$ cat config.mk
export PLATFORM = sky130hd
export DESIGN_NAME = pif_led_breather
export DESIGN_NICKNAME = d
export VERILOG_FILES = /design/src/rtl/pif_led_breather.sv
export SDC_FILE = /design/constraint.sdc
export NUM_CORES = 1
export LEC_CHECK = 0
export BUFFER_PORTS_ARGS = -buffer_cell sky130_fd_sc_hd__buf_4
export CORE_MARGIN = 1
export CORE_UTILIZATION = 34
export DETAILED_ROUTE_END_ITERATION = 16
export GPL_ROUTABILITY_DRIVEN = 0
export GPL_TIMING_DRIVEN = 0
export PLACE_DENSITY = 0.54
export SETUP_SLACK_MARGIN = 0.1
export SYNTH_ARGS = -nofsm -noshare
export SYNTH_HDL_FRONTEND = slang
export SYNTH_SLANG_ARGS = --single-unit
export TNS_END_PERCENT = 30
$ cat constraint.sdc
create_clock -name Clk -period 2.18 [get_ports Clk]
set_input_delay 0.436 -clock Clk [delete_from_list [all_inputs] [get_ports Clk]]
set_output_delay 0.436 -clock Clk [all_outputs]
set_load 0.1 [all_outputs]
$ cat src/rtl/pif_led_breather.sv
// Multi-channel LED breather: step-tick divider, shared PWM counter,
// per-channel off/on/breathe/blink modes on active-low pins.
module pif_led_breather #(
  parameter int CHANNELS = 2,
  parameter int B        = 5,
  parameter int TICK_DIV = 177333
) (
  input  logic                  Clk,
  input  logic                  Rst,
  input  logic                  Enable,
  input  logic [2*CHANNELS-1:0] Mode,
  output logic [CHANNELS-1:0]   LedN,
  output logic                  Tick,
  output logic                  Wrap
);

  localparam int CW = (TICK_DIV > 2) ? $clog2(TICK_DIV) : 1;
  localparam logic [CW-1:0] RELOAD = CW'(TICK_DIV - 1);
  localparam logic [B-1:0]  LMAX   = '1;

  localparam logic [1:0] M_OFF     = 2'd0;
  localparam logic [1:0] M_ON      = 2'd1;
  localparam logic [1:0] M_BREATHE = 2'd2;
  localparam logic [1:0] M_BLINK   = 2'd3;

  logic [CW-1:0]       tick_cnt;
  logic [B-1:0]        pwm;
  logic [B-1:0]        level  [CHANNELS];
  logic [B-1:0]        step   [CHANNELS];
  logic [1:0]          mode_q [CHANNELS];
  logic [CHANNELS-1:0] dir_dn;
  logic [CHANNELS-1:0] flip;
  logic [CHANNELS-1:0] chg;
  logic [CHANNELS-1:0] led_d;

  // Step divider and free-running PWM counter, both frozen when disabled
  always_ff @(posedge Clk) begin
    if (Rst) begin
      tick_cnt <= RELOAD;
      pwm      <= '0;
      Tick     <= 1'b0;
    end else if (Enable) begin
      pwm <= pwm + 1'b1;
      if (tick_cnt == '0) begin
        tick_cnt <= RELOAD;
        Tick     <= 1'b1;
      end else begin
        tick_cnt <= tick_cnt - 1'b1;
        Tick     <= 1'b0;
      end
    end else begin
      Tick <= 1'b0;
    end
  end

  // Next ramp value, end-of-ramp detect and mode-change detect per channel
  always_comb begin
    for (int n = 0; n < CHANNELS; n++) begin
      step[n] = dir_dn[n] ? level[n] - 1'b1 : level[n] + 1'b1;
      flip[n] = dir_dn[n] ? (level[n] == B'(1))
                          : (level[n] == LMAX - 1'b1);
      chg[n]  = (mode_q[n] != Mode[2*n +: 2]);
    end
  end

  // Ramp state; a mode change restarts the ramp and beats a tick
  always_ff @(posedge Clk) begin
    for (int n = 0; n < CHANNELS; n++) begin
      if (Rst) begin
        level[n]  <= '0;
        dir_dn[n] <= 1'b0;
        mode_q[n] <= Mode[2*n +: 2];
      end else if (chg[n]) begin
        level[n]  <= '0;
        dir_dn[n] <= 1'b0;
        mode_q[n] <= Mode[2*n +: 2];
      end else if (Tick && mode_q[n][1]) begin
        level[n] <= step[n];
        if (flip[n]) dir_dn[n] <= ~dir_dn[n];
      end
    end
  end

  // Per-channel pin value from current PWM, level and direction
  always_comb begin
    led_d = '1;
    for (int n = 0; n < CHANNELS; n++) begin
      if (Enable) begin
        unique case (mode_q[n])
          M_OFF:     led_d[n] = 1'b1;
          M_ON:      led_d[n] = 1'b0;
          M_BREATHE: led_d[n] = !(pwm < level[n]);
          M_BLINK:   led_d[n] = dir_dn[n];
        endcase
      end
    end
  end

  // Registered pins and channel-0 direction-reversal pulse
  always_ff @(posedge Clk) begin
    if (Rst) begin
      LedN <= '1;
      Wrap <= 1'b0;
    end else begin
      LedN <= led_d;
      Wrap <= Tick && mode_q[0][1] && !chg[0] && flip[0];
    end
  end

endmodule
======== After elaboration in Yosys (flattened, before gate mapping) ========
Memories as Yosys holds them, arrays and structs flattened.
Cells that the tools add are included.
Widths: inputs -> output; s select.
word-level totals
  register bits after elaboration ......... 29
  bits in latches ......................... 0
  memory bits (writable) .................. 14
  memory bits (read-only) ................. 0
  bits of input ports ..................... 7
  output and inout port bits .............. 4
  logic and storage cells ................. 83
  memories ................................ 2
operators by class
  $add $sub $neg .......................... 6
  $mul .................................... 0
  div/mod/pow operators ................... 0
  magnitude comparators ................... 2
  equal/unequal tests ..................... 12
  shift-type cells ........................ 0
  multiplexer cells ....................... 30
  bitwise gates (word level) .............. 9
  reduce and logical (&&, ||, !) cells .... 15
memories
  memory  words  width  rd ports  clocked after Yosys merged registers in  write ports  line  source
  level   2      5      2         0                                        2            28    logic [B-1:0] level [CHANNELS];
  mode_q  2      2      2         0                                        2            30    logic [1:0] mode_q [CHANNELS];
operators with widths
  kind                   count
  $mux 5                 6
  $mux 1                 19
  $logic_not 18->1       1
  $mux 18                1
  $sub 18x1->18 const B  1
  $add 5x1->5 const B    3
  $eq 5x1->1 const B     2
  $eq 5x5->1 const B     2
  $lt 5x5->1             2
  $sub 5x1->5 const B    2
  $eq 2x2->1 const B     4
  $pmux 1 s4             2
  $or 1x1->1             6
  $reduce_or 2->1        3
  $eq 2x1->1 const B     2
  $logic_and 1x1->1      4
  $logic_not 2->1        2
  $mux 2                 2
  $ne 2x2->1             2
  $reduce_and 2->1       2
  $logic_not 1->1        3
  $not 1->1              3

======== Depth between registers and ports, before layout ========
  word-level depth ........................ 6
  mapped depth ............................ 6
  gate-level depth less buffers ........... 6

======== Worst setup path before layout ========
Ideal clock, no wire load.
  kind .................................... register -> register
  start point ............................. reg Tick
  end point ............................... mem level[0][1], data pin
  setup time .............................. 0.138 ns
  arrival time ............................ 1.810 ns
  data required time ...................... 2.042 ns
  path slack .............................. 0.232 ns
  stages on the path, launching flop included .. 6
  path buffers ............................ 1
  clock period less this slack ............ 1.948 ns
  cell sequence ........................... dfxtp_1 > nor2b_1 > nand3_1 > or2_2 > clkbuf_1 > nor2_1
RTL lines
  what                    line  source
  start, declared         13    output logic Tick,
  start signal, assigned  41    Tick <= 1'b0;
  start signal, assigned  46    Tick <= 1'b1;
  start signal, assigned  49    Tick <= 1'b0;
  end, declared           28

======== Final worst setup path ========
  start point ............................. reg tick_cnt[0]
  end point ............................... reg tick_cnt[17]
between the ends
  cells in the longest elaborated chain, start to end .. 2
  elaborated cells between the ends (all ways) .. 3
  classes of those cells .................. add/sub: 1; mux: 1; reduce/logical: 1
RTL lines
  what                                               line    source
  start, declared                                    26      logic [CW-1:0] tick_cnt;
  start signal, assigned                             48      tick_cnt <= tick_cnt - 1'b1;
  $sub 18x1->18 or $logic_not 18->1 (tied branches)  48, 44
  $mux 18 (*)                                        44      if (tick_cnt == '0) begin
Every way passes the cells marked *; elsewhere a longest branch is shown, timed or not.
A chain may end at the register's enable or synchronous reset.

==> metrics.yaml <==
synthesis:
  synth_area_mm2: 0.002372
  ys_warn_count: 0
  synth_area_per_cell_um2: 9.683
  syn-num-nets: 270
  synth-async-reset-ratio_pct: 0
  ys_seq_elements: 43
  yosys_most_used_dff: "dfxtp_1"
  synth_edf_count: 14
  ys_seq_area_share_pct: 42.19
  syn_inst: 245
  synth.distinct_cells: 45
sta:
  drv_slew: 0
  period_needed_ns: 1.838
  rsz0062_at_grt: "false"
  setup_ws_ns: 0.3420
  slew_headroom_pct: 58.73
  fin_crit_sh_pct: 84.31
  fin_skew_ns: 0.007523
  finalSetupTns_ns: 0
  hold_violations: 0
  fmax_mhz: 544.1
  max_slew.worst_pin.slew_ns: 0.6167
  setup_viol: 0
grt:
  grt_pass1_wl_um: 7817
  grt_pass1_vias: 1685
  grtUsageTotal_pct: 13.45
  grt_max_degree: 14
  antenna_found_initial: 0
  overflow: 0
routing:
  viasPerCell: 5.184
  dr.pass1.iters: 4
  wl_met3_um: 170
  wirelength_um: 4580
  route.met2.wl_um: 2026
  drt_iter0_drc: 57
  top_layer_used: "met4"
  drc: 0
  drtAntennaViolNets: 0
  vias: 1778
  wl_met1_um: 2311
  wl_per_cell_um: 13.35
clock_network:
  cts_inserted_buffers: 5
  cts_tree: "yes"
  cts.clk_slew.worst_paths_ns: 0.09
  cts_max_level: 2
  cts_root_buf: "clkbuf_8"
  post_cts_buffers: 0
  cts-hold-fix-buffers: 0
  cts_sinks: 43
  clock_latency_ns: 0.30
  cts.path.max_buffers: 2
worst_setup_path:
  path_cells: "inv_1 -> ha_1 -> and3b_1 -> and3_1 -> a21oi_2 -> nand3_1"
  cp.depth: 6
  worstPathRequired_ns: 2.35
  startpoint_type: "flop"
  crit_path_top_delay_cell: "dfxtp_1"
  critical_path.max_stage_delay_ns: 0.42
  cp_data_arrival_time_ns: 2.01
  crit_buf_inv: 1
  cp-end-kind: "flop"
  path_max_fanout: 8
  critPathTopFamily: "simple AND/OR/NAND/NOR gates"
  reg2reg_depth: 6
  crit_type: "flop to flop"
floorplanning:
  core_mm2: 0.006756
  die_area_mm2: 0.007315
  row_count: 30
  io_pins: 11
  initial_core_util_pct: 35.11
  die_w_um: 85.53
  die_y_um: 85.53
final_layout:
  antenna_cells: 0
  final_nets: 287
  drive_above_1_share_pct: 9.886
  areaGrowthSynthToFinish_pct: 12.92
  fill_cells: 680
  instances_no_fill: 343
power_and_ir_drop:
  p_per_area_mw_per_mm2: 675.8
  p_total_mw: 1.810
  leakagePower_nw: 0.9737
  ir_drop_mv: 0.3058
worst_hold_path:
  min_path_type: "primary input to flop"
  holdPathStages: 1
placed_design:
  dp_hpwl_um: 3314
  dp.cells: 335
  place_ws_ns: 0.1855
  io_buffers: 10
status:
  status: "finished clean"
run:
  maxCapViolCount: 0
==> flip-flops by register name, indices dropped and copies added, names as in the netlist <==
name / count
LedN: 2
dir_dn: 2
tick_cnt: 18
Wrap: 1
Tick: 1
pwm: 5
mode_q: 4
level: 10
==> cell type report <==
cell class / count / area [um^2] / area share (%)
Tap cell: 80 / 100.1 / 3.737
Sequential cell: 43 / 1001 / 37.37
Timing Repair Buffer: 10 / 75.07 / 2.802
Inverter: 13 / 48.80 / 1.822
Clock inverter: 1 / 30.03 / 1.121
Multi-Input combinational cell: 184 / 1308 / 48.81
Clock buffer: 7 / 97.59 / 3.643
Buffer: 5 / 18.77 / 0.7006
==> per-layer routing <==
| layer | global-route usage, % | vias up |
|---|---|---|
| li1 | - | 905 |
| met5 | 0 | - |
| met2 | 21.75 | 30 |
| met4 | 5.909 | 0 |
| met3 | 3.080 | 7 |
| met1 | 17.22 | 836 |
==> power breakdown <==
| part | internal [mW] | switching [mW] |
|---|---|---|
| Sequential | 0.864 | 0.0442 |
| Clock | 0.412 | 0.296 |
| Combinational | 0.0832 | 0.111 |
| Total | 1.36 | 0.451 |
==> cell usage after synthesis (2+ instances only) <==
master    count  share of area [%]
a31oi_1       3               0.79
nand2_1      16                2.5
or4_1         2               0.63
nor4b_4       2                2.0
inv_1        13                2.1
clkbuf_1      4               0.63
nand4_1       9                2.4
a41oi_1       2               0.74
nand2b_1      6                1.6
nand3_1       7                1.5
dfxtp_1      29                 24
o211ai_1      2               0.63
edfxtp_1     14                 18
or3b_2        2               0.74
a211oi_1      2               0.63
nor2_1       32                5.1
o21ai_0       5                1.1
nor4b_1       3                1.1
xor2_1       14                5.2
a21oi_1       7                1.5
nand4b_1      2               0.74
o31ai_1       2               0.63
a21o_1        3               0.95
or3_1         3               0.79
xnor2_1      13                4.8
nor3_1        4               0.84
mux2i_1       3                1.3
nand3b_1      3               0.95
nor2b_1       4                1.1
and4b_1       2               0.84
ha_1         18                9.5
==> cell usage in the layout, fill, tap and decap left out, types with 7 or more instances in the layout <==
cell type,instances
xnor2_1,13
ha_1,18
inv_1,13
nor2_1,32
nand3_1,7
buf_4,10
xor2_1,14
dfxtp_1,29
nand4_1,9
edfxtp_1,14
nand2_1,16
==> path summary, 6_finish.rpt <==
kind	from	endpoint	slack, ns
worst max-delay path	tick_cnt[0]$_SDFFE_PP0P_	tick_cnt[17]$_SDFFE_PP1P_	0.34
worst min-delay path	Mode[2]	mode_q[1][0]$_DFFE_PP_	0.32
worst max register to register	tick_cnt[0]$_SDFFE_PP0P_	tick_cnt[17]$_SDFFE_PP1P_	0.34
worst min register to register	tick_cnt[16]$_SDFFE_PP0P_	tick_cnt[16]$_SDFFE_PP0P_	0.50
==> worst reg2reg max path, stage by stage (launching register included) <==
cell     delay (ns)
dfxtp_1        0.42
inv_1          0.09
ha_1           0.24
and3b_1        0.23
and3_1         0.23
a21oi_2        0.38
nand3_1        0.12
==> cells by family (layout without fill, tap and decap cells) <==
logic type | count (synthesis) | in the layout | synth area share [%]
AOI/OAI and AO/OA | 29 | 29 | 7.858
muxes | 3 | 3 | 1.266
adders and majority gates | 18 | 18 | 9.494
xor gates and xnor gates | 27 | 27 | 9.968
and+or+nand+nor | 107 | 107 | 26.37
buffers and inverters | 18 | 36 | 2.848
DFF | 43 | 43 | 42.19
==> what timing repair did <==
action                     4_1_cts  5_1_grt
setup endpoints to repair        0        8
hold endpoints to repair         0        0
gates resized for setup          0        1
==> metrics by stage <==
| step | hold WS, ns | util, % | cell area [um^2] |
|---|---|---|---|
| final | 0.3199 | 39.65 | 2679 |
| after global routing | 0.3064 | 39.65 | 2679 |
| after CTS | 0.3106 | 39.59 | 2675 |
| after detailed placement | 0.4955 | 37.70 | 2547 |
| after global placement | 0.4903 | 37.70 | 2547 |
| after floorplan | 0.4622 | - | 2372 |
(Power assumes the default switching activity.)
